### config.mk
export PLATFORM = sky130hd
export DESIGN_NAME = ifetch_prefetch
export DESIGN_NICKNAME = d
export VERILOG_FILES = /design/src/rtl/ifetch_prefetch.sv
export SDC_FILE = /design/constraint.sdc
export NUM_CORES = 1
export LEC_CHECK = 0
export CORE_MARGIN = 8
export CORE_UTILIZATION = 25
export CTS_CLUSTER_DIAMETER = 200
export DETAILED_ROUTE_END_ITERATION = 10
export PLACE_DENSITY_LB_ADDON = 0.05
export SYNTH_ARGS = -nofsm -noshare
export SYNTH_HDL_FRONTEND = slang
export SYNTH_SLANG_ARGS = --single-unit
### constraint.sdc
create_clock -name clk_i -period 5.6 [get_ports clk_i]
set_clock_uncertainty 0.15 [all_clocks]
set_input_delay 1.68 -clock clk_i [delete_from_list [all_inputs] [get_ports clk_i]]
set_output_delay 1.68 -clock clk_i [all_outputs]
set_load 0.1 [all_outputs]
### src/rtl/ifetch_prefetch.sv
// Instruction prefetch queue: Wishbone slave towards the CPU instruction bus,
// Wishbone master towards instruction memory, refilling sequential words ahead of use.
module ifetch_prefetch #(
    parameter int DEPTH = 4
) (
    input  logic        clk_i,
    input  logic        rst_i,
    input  logic        flush_i,
    input  logic        cpu_cyc_i,
    input  logic        cpu_stb_i,
    input  logic [31:0] cpu_adr_i,
    output logic [31:0] cpu_dat_o,
    output logic        cpu_ack_o,
    output logic        mem_cyc_o,
    output logic        mem_stb_o,
    output logic [31:0] mem_adr_o,
    output logic [3:0]  mem_sel_o,
    output logic        mem_we_o,
    input  logic [31:0] mem_dat_i,
    input  logic        mem_ack_i
);

    localparam int PTR_W = (DEPTH > 1) ? $clog2(DEPTH) : 1;
    localparam int CNT_W = PTR_W + 1;
    localparam logic [CNT_W-1:0] FULL_C = CNT_W'(DEPTH);

    typedef enum logic [1:0] {
        IDLE,
        FETCH,
        DRAIN
    } state_t;

    state_t            r_state;
    state_t            w_state_nxt;

    logic [31:0]       r_fifo [DEPTH];
    logic [PTR_W-1:0]  r_rd_ptr;
    logic [PTR_W-1:0]  r_wr_ptr;
    logic [CNT_W-1:0]  r_count;
    logic [31:0]       r_head_adr;
    logic [31:0]       r_fetch_adr;
    logic [31:0]       r_mem_adr;
    logic [31:0]       r_cpu_dat;
    logic              r_cpu_ack;
    logic              r_base_valid;

    logic              w_req;
    logic              w_hit;
    logic              w_wait;
    logic              w_miss;
    logic              w_kill;
    logic              w_push;
    logic              w_launch;
    logic [31:0]       w_miss_adr;
    logic [31:0]       w_launch_adr;
    logic [1:0]        w_adr_unused;

    assign w_adr_unused = cpu_adr_i[1:0];
    assign w_miss_adr   = {cpu_adr_i[31:2], 2'b00};

    // A request is only looked at while no ack is showing, so acks never repeat back to back.
    assign w_req  = cpu_cyc_i & cpu_stb_i & ~r_cpu_ack;
    assign w_hit  = w_req & ~flush_i & (r_count != '0)
                  & (cpu_adr_i[31:2] == r_head_adr[31:2]);
    assign w_wait = w_req & (r_count == '0) & r_base_valid
                  & (cpu_adr_i[31:2] == r_fetch_adr[31:2]);
    assign w_miss = w_req & ~flush_i & ~w_hit & ~w_wait;
    assign w_kill = w_miss | flush_i;
    assign w_push = (r_state == FETCH) & mem_ack_i & ~w_kill;

    // A miss from IDLE goes straight to the bus at the new target instead of the stale fetch_adr.
    assign w_launch_adr = w_miss ? w_miss_adr : r_fetch_adr;

    // NOTE: async reset on the state register so the bus strobe drops the moment reset asserts.
    always_ff @(posedge clk_i or posedge rst_i) begin
        if (rst_i) begin
            r_state <= IDLE;
        end else begin
            r_state <= w_state_nxt;
        end
    end

    always_comb begin
        w_state_nxt = r_state;
        w_launch    = 1'b0;
        unique case (r_state)
            IDLE: begin
                if (w_miss || (r_base_valid && !flush_i && (r_count < FULL_C))) begin
                    w_launch    = 1'b1;
                    w_state_nxt = FETCH;
                end
            end
            FETCH: begin
                if (mem_ack_i) begin
                    w_state_nxt = IDLE;
                end else if (w_kill) begin
                    w_state_nxt = DRAIN;
                end
            end
            DRAIN: begin
                if (mem_ack_i) begin
                    w_state_nxt = IDLE;
                end
            end
            default: w_state_nxt = IDLE;
        endcase
    end

    always_comb begin
        mem_stb_o = (r_state != IDLE);
        mem_cyc_o = (r_state != IDLE);
    end

    always_ff @(posedge clk_i or posedge rst_i) begin
        if (rst_i) begin
            r_count      <= '0;
            r_rd_ptr     <= '0;
            r_wr_ptr     <= '0;
            r_head_adr   <= '0;
            r_fetch_adr  <= '0;
            r_mem_adr    <= '0;
            r_cpu_dat    <= '0;
            r_cpu_ack    <= 1'b0;
            r_base_valid <= 1'b0;
        end else begin
            r_cpu_ack <= w_hit;
            if (w_hit) begin
                r_cpu_dat  <= r_fifo[r_rd_ptr];
                r_rd_ptr   <= r_rd_ptr + PTR_W'(1);
                r_head_adr <= r_head_adr + 32'd4;
            end
            if (w_push) begin
                r_wr_ptr    <= r_wr_ptr + PTR_W'(1);
                r_fetch_adr <= r_fetch_adr + 32'd4;
            end
            if (w_launch) begin
                r_mem_adr <= w_launch_adr;
            end
            if (w_kill) begin
                r_count  <= '0;
                r_rd_ptr <= '0;
                r_wr_ptr <= '0;
            end else begin
                r_count <= r_count + CNT_W'(w_push) - CNT_W'(w_hit);
            end
            if (flush_i) begin
                r_base_valid <= 1'b0;
            end else if (w_miss) begin
                r_base_valid <= 1'b1;
                r_head_adr   <= w_miss_adr;
                r_fetch_adr  <= w_miss_adr;
            end
        end
    end

    // NOTE: queue storage has no reset; r_count alone decides which entries are meaningful.
    always_ff @(posedge clk_i) begin
        if (w_push) begin
            r_fifo[r_wr_ptr] <= mem_dat_i;
        end
    end

    assign cpu_ack_o = r_cpu_ack;
    assign cpu_dat_o = r_cpu_dat;
    assign mem_adr_o = r_mem_adr;
    assign mem_sel_o = 4'hf;
    assign mem_we_o  = 1'b0;

endmodule

==> reports/metrics.csv, run 1 <==
stage,metric,value,unit
status,status,finished clean,
global_routing,antenna_found_initial,3,
sta,worstMarginPinSlew,1.01,ns
cells_and_area,drive_gt1_share,14.2,%
die,dieArea,56900,µm²
synth,synth-seq-cells,262,
worst_setup_path,worst_setup_path_end_kind,register,
die,die_width,239,µm
synth,synth_area_leaders,"edfxtp_1 31%, dfrtp_1 27%, mux4_2 5.8%",
power,power.total,5.90,mW
worst_setup_path,criticalPathCategory,primary input to register,
cells_and_area,fin_nets,1274,
run,cap_violations,0,
die,initial_core_util,25.3,%
clock_network,h-tree-depth,2,
global_routing,grt_first_pass_wirelength,62700,µm
worst_setup_path,path_buf_inv,3,
power,ir_drop,211,µV
route,vias,8962,
worst_hold_path,hold_path.class,register to register,
worst_setup_path,crit_family,simple AND/OR/NAND/NOR gates,
worst_setup_path,arrival,5.06,ns
die,num_io_pins,142,
route,drtPass1Iterations,5,
die,rows,81,
global_routing,overflow,0,
power,powerDensity,370,nW/µm²
route,routed_wl,41500,µm
synth,synth_top_area_share,31.0,%
synth,synth_edf_count,128,
cells_and_area,fin_util,32.6,%
synth,synth-async-reset-ratio,51.1,%
clock_network,cts_setup_buffers,0,
synth,synth_top_area_cell,edfxtp_1,
synth,ys_types,60,
route,drc,0,
power,p_leak,5.82,nW
global_routing,grt_usage,14.4,%
die,coreArea,49000,µm²
clock_network,numCtsBuffers,34,
clock_network,insertion_delay,0.53,ns
sta,tns,0,ns
sta,slew_headroom,32.2,%
worst_setup_path,reg2reg_slack,1.90,ns
sta,finalHoldViolCount,0,
cells_and_area,diodes,0,
place,gp_congestion,0.899,
synth,syn_inst,1033,
cells_and_area,num-fill-cells,4889,
synth,syn-cell-area,12400,µm²
sta,post-route-period-util,85.8,%
place,port_buffers,134,
sta,worst_slack,0.794,ns
clock_network,clkTransAtPathRegs,0.06,ns
clock_network,cts_tree,yes,
route,viasPerCell,4.76,
sta,drv_slew,0,
clock_network,clock-sinks,262,
global_routing,grt_pass1_vias,9433,
worst_setup_path,cp_slowest_cell,or4_1,
worst_setup_path,slowest_delay,0.56,ns
worst_setup_path,cp_max_fo,2,
route,drt-wirelength-per-cell,22.1,µm
die,die_h,239,µm
route,ant_nets,0,
worst_setup_path,start_kind,primary input,
worst_setup_path,crit_chain,"clkdlybuf4s50_1, xor2_1, nor4_1, nand3_1, or4_1, nand2_2, nand2_1, ha_1, inv_1, ha_1, inv_1, fa_1, xor2_1, xnor2_1, nor3_1",
clock_network,cts_resized,0,
place,preCtsSetupSlack,0.219,ns
sta,finalCriticalPeriod,4.81,ns
clock_network,clockBufferDepth,3,
synth,synth_flop_cell,dfrtp_1,
synth,avgSynthCellArea,12.0,µm²
clock_network,cts.hold.buffers_added,0,
sta,setup_viol,0,
place,hpwlAfterDp,28600,µm
synth,synth_warnings,0,
sta,rsz0062_at_grt,false,
sta,fmax,0.208,GHz
clock_network,root_buffer,clkbuf_16,
synth,ys_seq_area_share,58.1,%
cells_and_area,area_growth,28.7,%
worst_setup_path,worstPathRequired,5.86,ns
global_routing,grt_max_degree,57,
route,drtIter0Drc,522,
-- logic make-up (layout without fill, tap and decap cells) --
group / after synthesis / in the layout / synth area share [%]
and+or+nand+nor: 359 / 359 / 15.2
other: 2 / 5 / 0.0606
DFF: 262 / 262 / 58.1
xor gates and xnor gates: 111 / 111 / 7.85
buffers and inverters: 119 / 302 / 4.20
muxes: 36 / 36 / 6.17
adders and majority gates: 9 / 9 / 0.970
AOI/OAI and AO/OA: 135 / 135 / 7.49
-- stage by stage --
step | hold slack [ns] | cells | area, µm²
floorplan | 0.315 | 1036 | 12400
global placement | 0.303 | 1823 | 14800
detailed placement | 0.309 | 1823 | 14800
CTS | 0.322 | 1883 | 15900
global route | 0.349 | 1883 | 15900
finish | 0.316 | 1883 | 15900
-- cells in the mapped netlist, types with 2 or more instances --
library cell and count:
dfrtp_1 134, edfxtp_1 128, nand2_1 126, xor2_1 70, nor4_1 63, nor3_1 48
xnor2_1 41, a21oi_1 40, inv_1 40, clkbuf_1 37, a211oi_1 32, mux4_2 32
a311oi_1 30, buf_2 24, nand3_1 24, nand4_1 24, and3_1 18, nor2_1 16
or3_1 11, o21ai_0 10, buf_4 9, ha_1 8, a31oi_1 7, buf_1 6
a221o_1 3, and2_1 3, and4_1 3, mux2_2 3, nand3b_1 3, o31ai_1 3
or4_1 3, a22o_1 2, clkbuf_2 2, conb_1 2, nand2b_1 2, nor4b_2 2
-- worst register-to-register path: cells and delay by family (launching register included) --
| kind | cells | cell delay [ns] |
|---|---|---|
| buffers and inverters | 2 | 0.10 |
| and+or+nand+nor | 7 | 1.83 |
| adders and majority gates | 3 | 0.74 |
| DFF | 1 | 0.43 |
| xor gates and xnor gates | 2 | 0.31 |
-- sequential cells by signal, indices dropped and copies added, names as in the netlist --
register / flops
r_fifo: 128
cpu_dat_o: 32
mem_adr_o: 31
r_fetch_adr: 30
r_head_adr: 30
r_count: 3
r_rd_ptr: 2
r_state: 2
r_wr_ptr: 2
cpu_ack_o: 1
r_base_valid: 1
-- path summary, 6_finish.rpt --
path | from | to | depth (start not counted)
worst max-delay path | cpu_adr_i[8] | r_count[2]$_DFF_PP0_ | 15
worst min-delay path | cpu_dat_o[0]$_DFFE_PP0N_ | cpu_dat_o[0]$_DFFE_PP0N_ | 2
worst max register to register | r_count[1]$_DFF_PP0_ | r_count[2]$_DFF_PP0_ | 14
worst min register to register | cpu_dat_o[0]$_DFFE_PP0N_ | cpu_dat_o[0]$_DFFE_PP0N_ | 2
max in group asynchronous | rst_i | cpu_dat_o[18]$_DFFE_PP0N_ | 3
min in group asynchronous | rst_i | cpu_dat_o[29]$_DFFE_PP0N_ | 2
-- cell type report --
type | instances | area [µm²] | area share (%)
clock buffer | 50 | 982 | 6.16
clock inverter | 10 | 144 | 0.902
inverter | 40 | 155 | 0.973
multi-input combinational | 655 | 4720 | 29.6
sequential | 262 | 7200 | 45.1
tap | 664 | 831 | 5.21
timing repair buffer | 202 | 1910 | 12.0
-- layer usage --
metal,share of wire (%),track usage [%],wire (µm),vias up
li1,-,-,-,4171
met1,47,19.5,19400,4522
met2,47,23.4,19500,209
met3,4.6,2.78,1920,56
met4,1.8,3.87,731,4
met5,0.053,0,22,-
-- layout by cell type, fill, tap and decap left out, drive strengths merged, types with 40 or more instances in the layout --
master,n
clkbuf,50
dfrtp,134
nand2,127
xor2,70
inv,40
nor3,49
buf,68
edfxtp,128
xnor2,41
nor4,64
clkdlybuf4s50,134
a21oi,40
-- report_power, final --
group	internal (mW)	switching (mW)	total, mW
registers	2.18	0.189	2.37
clock network	1.36	0.856	2.21
logic	0.382	0.935	1.32
total	3.92	1.98	5.90
(Power assumes the default switching activity.)
==> run 2: changes to the inputs <==
CORE_MARGIN = 2   (was 8)
==> reports/metrics.csv, run 2 (synthesized netlist as in run 1, its figures left out) <==
stage,metric,value,unit
die,initial_core_util,25.3,%
worst_setup_path,path_buf_inv,3,
power,clockPowerShare,37.5,%
worst_setup_path,crit_family,simple AND/OR/NAND/NOR gates,
route,drtPass1Iterations,5,
die,num_io_pins,142,
sta,post-route-period-util,85.6,%
route,viasPerCell,4.73,
power,p_int,3.89,mW
sta,holdWs,0.315,ns
sta,setup_viol,0,
die,rows,81,
cells_and_area,final_cell_mix,"134 x clkdlybuf4s50_1, 133 x dfrtp_1, 128 x edfxtp_1, 125 x nand2_1, 70 x xor2_1",
sta,finalHoldViolCount,0,
die,dieArea,51300,µm²
global_routing,overflow,0,
power,powerDensity,370,nW/µm²
clock_network,cts_resized,0,
power,ir_drop,147,µV
status,status,finished clean,
sta,tns,0,ns
sta,rsz0062_at_grt,false,
worst_setup_path,cp_slowest_cell,or4_1,
power,power.share.combinational,22.3,%
worst_setup_path,criticalPathCategory,primary input to register,
clock_network,clkTransAtPathRegs,0.05,ns
power,power.total,5.89,mW
route,vias,8894,
global_routing,grt_max_degree,80,
route,drt-wirelength-per-cell,21.6,µm
worst_setup_path,start_kind,primary input,
place,hpwlAfterDp,27800,µm
sta,worstMarginPinSlew,1.05,ns
worst_setup_path,arrival,5.10,ns
cells_and_area,num-fill-cells,4959,
global_routing,antenna_found_initial,1,
sta,finalCriticalPeriod,4.79,ns
clock_network,cts.hold.buffers_added,0,
power,power_switching,2.00,mW
die,coreArea,49000,µm²
worst_setup_path,crit_chain,"clkdlybuf4s50_1, nand3b_1, nor4b_1, nand4_1, or4_1, nand2_2, nand2_1, ha_1, inv_1, ha_1, inv_1, fa_1, xor2_1, xnor2_1, nor3_1",
cells_and_area,mostFrequentLayoutCell,clkdlybuf4s50_1,
worst_setup_path,cp_max_fo,2,
clock_network,cts_tree,yes,
global_routing,grt_pass1_vias,9292,
die,die_width,227,µm
clock_network,h-tree-depth,2,
power,p_leak,5.80,nW
clock_network,root_buffer,clkbuf_16,
clock_network,insertion_delay,0.55,ns
place,gp_congestion,0.913,
place,port_buffers,134,
route,ant_nets,0,
clock_network,clock-sinks,262,
power,switching_share,33.9,%
cells_and_area,stdcell_count,1880,
sta,slew_headroom,29.9,%
route,drc,0,
route,drtIter0Drc,584,
cells_and_area,fin_nets,1271,
place,dp.cells,1820,
cells_and_area,multi_input_area,4720,µm²
sta,fmax,0.209,GHz
cells_and_area,seq_area,7200,µm²
worst_setup_path,slowest_delay,0.63,ns
cells_and_area,diodes,0,
cells_and_area,area_growth,28.6,%
clock_network,clockBufferDepth,3,
power,p_seq_share,40.2,%
worst_setup_path,worst_setup_path_end_kind,register,
global_routing,grt_usage,16.2,%
cells_and_area,fin_util,32.5,%
clock_network,cts_setup_buffers,0,
cells_and_area,top_register,r_fifo,
global_routing,grt_first_pass_wirelength,61400,µm
cells_and_area,largest_reg_flops,128,
worst_hold_path,hold_path.class,register to register,
route,routed_wl,40600,µm
run,cap_violations,0,
cells_and_area,drive_gt1_share,13.9,%
sta,drv_slew,0,
worst_setup_path,worstPathRequired,5.90,ns
die,die_h,227,µm
clock_network,numCtsBuffers,34,
[run 2: cell types whose count changed in the layout (fill, tap and decap cells not counted), moves of 2 or more]
cell	delta
buf_4	-4
clkinv_1	-2
clkinv_8	-2
clkbuf_1	+2
[run 2: metrics by stage]
| stage | worst slack, ns | area (µm²) |
|---|---|---|
| 2_1_floorplan | 0.187 | 12400 |
| 3_3_place_gp | 0.256 | 14800 |
| 3_5_place_dp | 0.279 | 14800 |
| 4_1_cts | 0.830 | 15900 |
| 5_1_grt | 0.584 | 15900 |
| 6_report | 0.806 | 15900 |
[run 2: cell type report]
| class | instances | share of cell area (%) |
|---|---|---|
| clock inverters | 10 | 1.07 |
| well taps | 664 | 5.22 |
| clock buffers | 50 | 5.97 |
| repair buffers | 199 | 12.0 |
| flip-flops and latches | 262 | 45.2 |
| multi-input cells | 655 | 29.6 |
| inverters | 40 | 0.974 |
[run 2: worst min-delay path: cells and delay by family (launching register included)]
family           cells  cell delay [ns]
flip-flops           1             0.33
AND/OR/NAND/NOR      2             0.10
[run 2: path summary, 6_finish.rpt]
path                                           start                        end  slack [ns]  cells after the start
max in group asynchronous                      rst_i  cpu_dat_o[27]$_DFFE_PP0N_        2.99                      3
min in group asynchronous                      rst_i   cpu_dat_o[2]$_DFFE_PP0N_        1.52                      2
hold reg to reg            cpu_dat_o[10]$_DFFE_PP0N_  cpu_dat_o[10]$_DFFE_PP0N_        0.31                      2
setup / recovery                           cpu_stb_i       r_count[2]$_DFF_PP0_        0.81                     15
hold / removal             cpu_dat_o[10]$_DFFE_PP0N_  cpu_dat_o[10]$_DFFE_PP0N_        0.31                      2
setup reg to reg                r_count[1]$_DFF_PP0_       r_count[2]$_DFF_PP0_        1.92                     14
[run 2: power by group through the flow]
stage	combinational, mW	clock [mW]	sequential (mW)
CTS	1.33	2.29	2.37
floorplan	0.440	0	2.84
detailed placement	1.32	0	2.40
global placement	1.32	0	2.40
finish	1.31	2.21	2.37
global route	1.39	2.36	2.39
[run 2: metal layers]
metal | share of wire [%] | vias up | routed length (µm) | track usage (%)
li1 | - | 4181 | - | -
met1 | 46 | 4441 | 18800 | 21.7
met2 | 47 | 210 | 19000 | 26.4
met3 | 4.3 | 60 | 1740 | 2.79
met4 | 2.6 | 2 | 1040 | 5.37
met5 | 0.032 | - | 13 | 0
==> run 3: changes to the inputs <==
--- a/constraint.sdc
+++ b/constraint.sdc
@@ -4,2 +4,2 @@
 set_output_delay 1.68 -clock clk_i [all_outputs]
-set_load 0.1 [all_outputs]
+set_load 0.01 [all_outputs]
==> reports/metrics.csv, run 3 (synthesized netlist as in run 1, its figures left out) <==
stage,metric,value,unit
die,initial_core_util,25.3,%
sta,slew_headroom,34.2,%
route,drt-wirelength-per-cell,21.6,µm
die,die_width,227,µm
global_routing,grt_first_pass_wirelength,61400,µm
worst_setup_path,worstPathRequired,5.90,ns
clock_network,clockBufferDepth,3,
die,coreArea,49000,µm²
sta,fmax,0.211,GHz
power,ir_drop,147,µV
worst_setup_path,crit_chain,"clkdlybuf4s50_1, nand3b_1, nor4b_1, nand4_1, or4_1, nand2_2, nand2_1, ha_1, inv_1, ha_1, inv_1, fa_1, xor2_1, xnor2_1, nor3_1",
place,port_buffers,134,
cells_and_area,final_cell_mix,"134 x clkdlybuf4s50_1, 133 x dfrtp_1, 128 x edfxtp_1, 125 x nand2_1, 70 x xor2_1",
worst_setup_path,cp_slowest_cell,or4_1,
place,gp_congestion,0.916,
worst_setup_path,path_buf_inv,3,
route,viasPerCell,4.77,
route,vias,8949,
route,drtPass1Iterations,5,
die,die_h,227,µm
worst_setup_path,crit_family,simple AND/OR/NAND/NOR gates,
worst_setup_path,slowest_delay,0.62,ns
cells_and_area,mostFrequentLayoutCell,clkdlybuf4s50_1,
worst_setup_path,arrival,5.04,ns
global_routing,overflow,0,
clock_network,clkTransAtPathRegs,0.05,ns
die,dieArea,51300,µm²
worst_setup_path,start_kind,primary input,
worst_setup_path,worst_setup_path_end_kind,register,
sta,rsz0062_at_grt,false,
clock_network,numCtsBuffers,34,
worst_hold_path,hold_path.class,register to register,
clock_network,root_buffer,clkbuf_16,
route,ant_nets,0,
cells_and_area,final_cell_area,15900,µm²
clock_network,h-tree-depth,2,
route,drc,0,
place,hpwlAfterDp,27700,µm
global_routing,grt_usage,16.1,%
cells_and_area,largest_reg_flops,128,
sta,worstMarginPinSlew,0.987,ns
global_routing,antenna_found_initial,1,
cells_and_area,diodes,0,
power,powerDensity,336,nW/µm²
route,drtIter0Drc,491,
die,num_io_pins,142,
global_routing,grt_max_degree,80,
power,p_leak,5.79,nW
sta,finalCriticalPeriod,4.74,ns
run,cap_violations,0,
sta,tns,0,ns
sta,setup_viol,0,
clock_network,cts_tree,yes,
clock_network,cts.hold.buffers_added,0,
sta,finalHoldViolCount,0,
clock_network,cts_resized,0,
sta,post-route-period-util,84.6,%
clock_network,clock-sinks,262,
worst_setup_path,reg2reg_slack,1.93,ns
global_routing,grt_pass1_vias,9350,
clock_network,cts_setup_buffers,0,
clock_network,insertion_delay,0.55,ns
status,status,finished clean,
sta,holdWs,0.316,ns
place,dpl_cell_area,14800,µm²
worst_setup_path,criticalPathCategory,primary input to register,
cells_and_area,area_growth,28.3,%
route,routed_wl,40500,µm
worst_setup_path,cp_max_fo,2,
cells_and_area,drive_gt1_share,13.8,%
cells_and_area,fin_nets,1270,
die,rows,81,
cells_and_area,top_register,r_fifo,
sta,drv_slew,0,
run 3: cell types whose count changed in the layout (fill, tap and decap cells not counted):
cell / change
clkinv_2: +2
clkinv_1: +1
buf_4: -1
clkbuf_1: -3
clkbuf_8: -2
run 3: cell type report:
class                      count  area, µm²
clock buffer                  45        912
clock inverter                13        184
fill                        4937      33100
inverter                      40        155
multi-input combinational    655       4720
sequential                   262       7200
tap                          664        831
timing repair buffer         198       1900
run 3: final timing paths:
path                                          startpoint  depth (start not counted)                   endpoint
worst min-delay path            cpu_dat_o[8]$_DFFE_PP0N_                          2   cpu_dat_o[8]$_DFFE_PP0N_
min in group asynchronous                          rst_i                          2   cpu_dat_o[2]$_DFFE_PP0N_
max in group asynchronous                          rst_i                          3  r_fetch_adr[20]$_DFF_PP0_
worst max-delay path                           cpu_stb_i                         15       r_count[2]$_DFF_PP0_
worst max register to register      r_count[1]$_DFF_PP0_                         14       r_count[2]$_DFF_PP0_
worst min register to register  cpu_dat_o[8]$_DFFE_PP0N_                          2   cpu_dat_o[8]$_DFFE_PP0N_
run 3: where the power goes:
group | internal, mW | leakage (nW) | switching, mW | total, mW
Clock | 1.30 | 0.531 | 0.882 | 2.18
Combinational | 0.383 | 2.50 | 0.412 | 0.796
Sequential | 2.18 | 2.75 | 0.187 | 2.37
Total | 3.86 | 5.79 | 1.48 | 5.34
run 3: worst reg2reg max path, delay by kind of cell, from the launching register on:
family | cells | cell delay, ns
simple gates | 7 | 1.85
fa+ha+maj | 3 | 0.78
flops | 1 | 0.42
xor+xnor | 2 | 0.29
buf+inv | 2 | 0.11
run 3: through the flow:
stage / power [mW] / util (%) / worst slack, ns / instances
2_1_floorplan: 2.77 / - / 0.187 / 1036
3_3_place_gp: 3.21 / 30.2 / 0.284 / 1819
3_5_place_dp: 3.21 / 30.2 / 0.261 / 1819
4_1_cts: 5.44 / 32.5 / 0.813 / 1877
5_1_grt: 5.60 / 32.5 / 0.677 / 1877
6_report: 5.34 / 32.5 / 0.863 / 1877
run 3: layer usage:
| metal | global-route usage [%] | share of wire (%) | routed length [µm] | vias to the layer above |
|---|---|---|---|---|
| li1 | - | - | - | 4178 |
| met1 | 21.8 | 46 | 18600 | 4504 |
| met2 | 26.4 | 47 | 19100 | 202 |
| met3 | 2.66 | 4.0 | 1640 | 63 |
| met4 | 5.22 | 2.7 | 1080 | 2 |
| met5 | 0 | 0.035 | 14 | - |
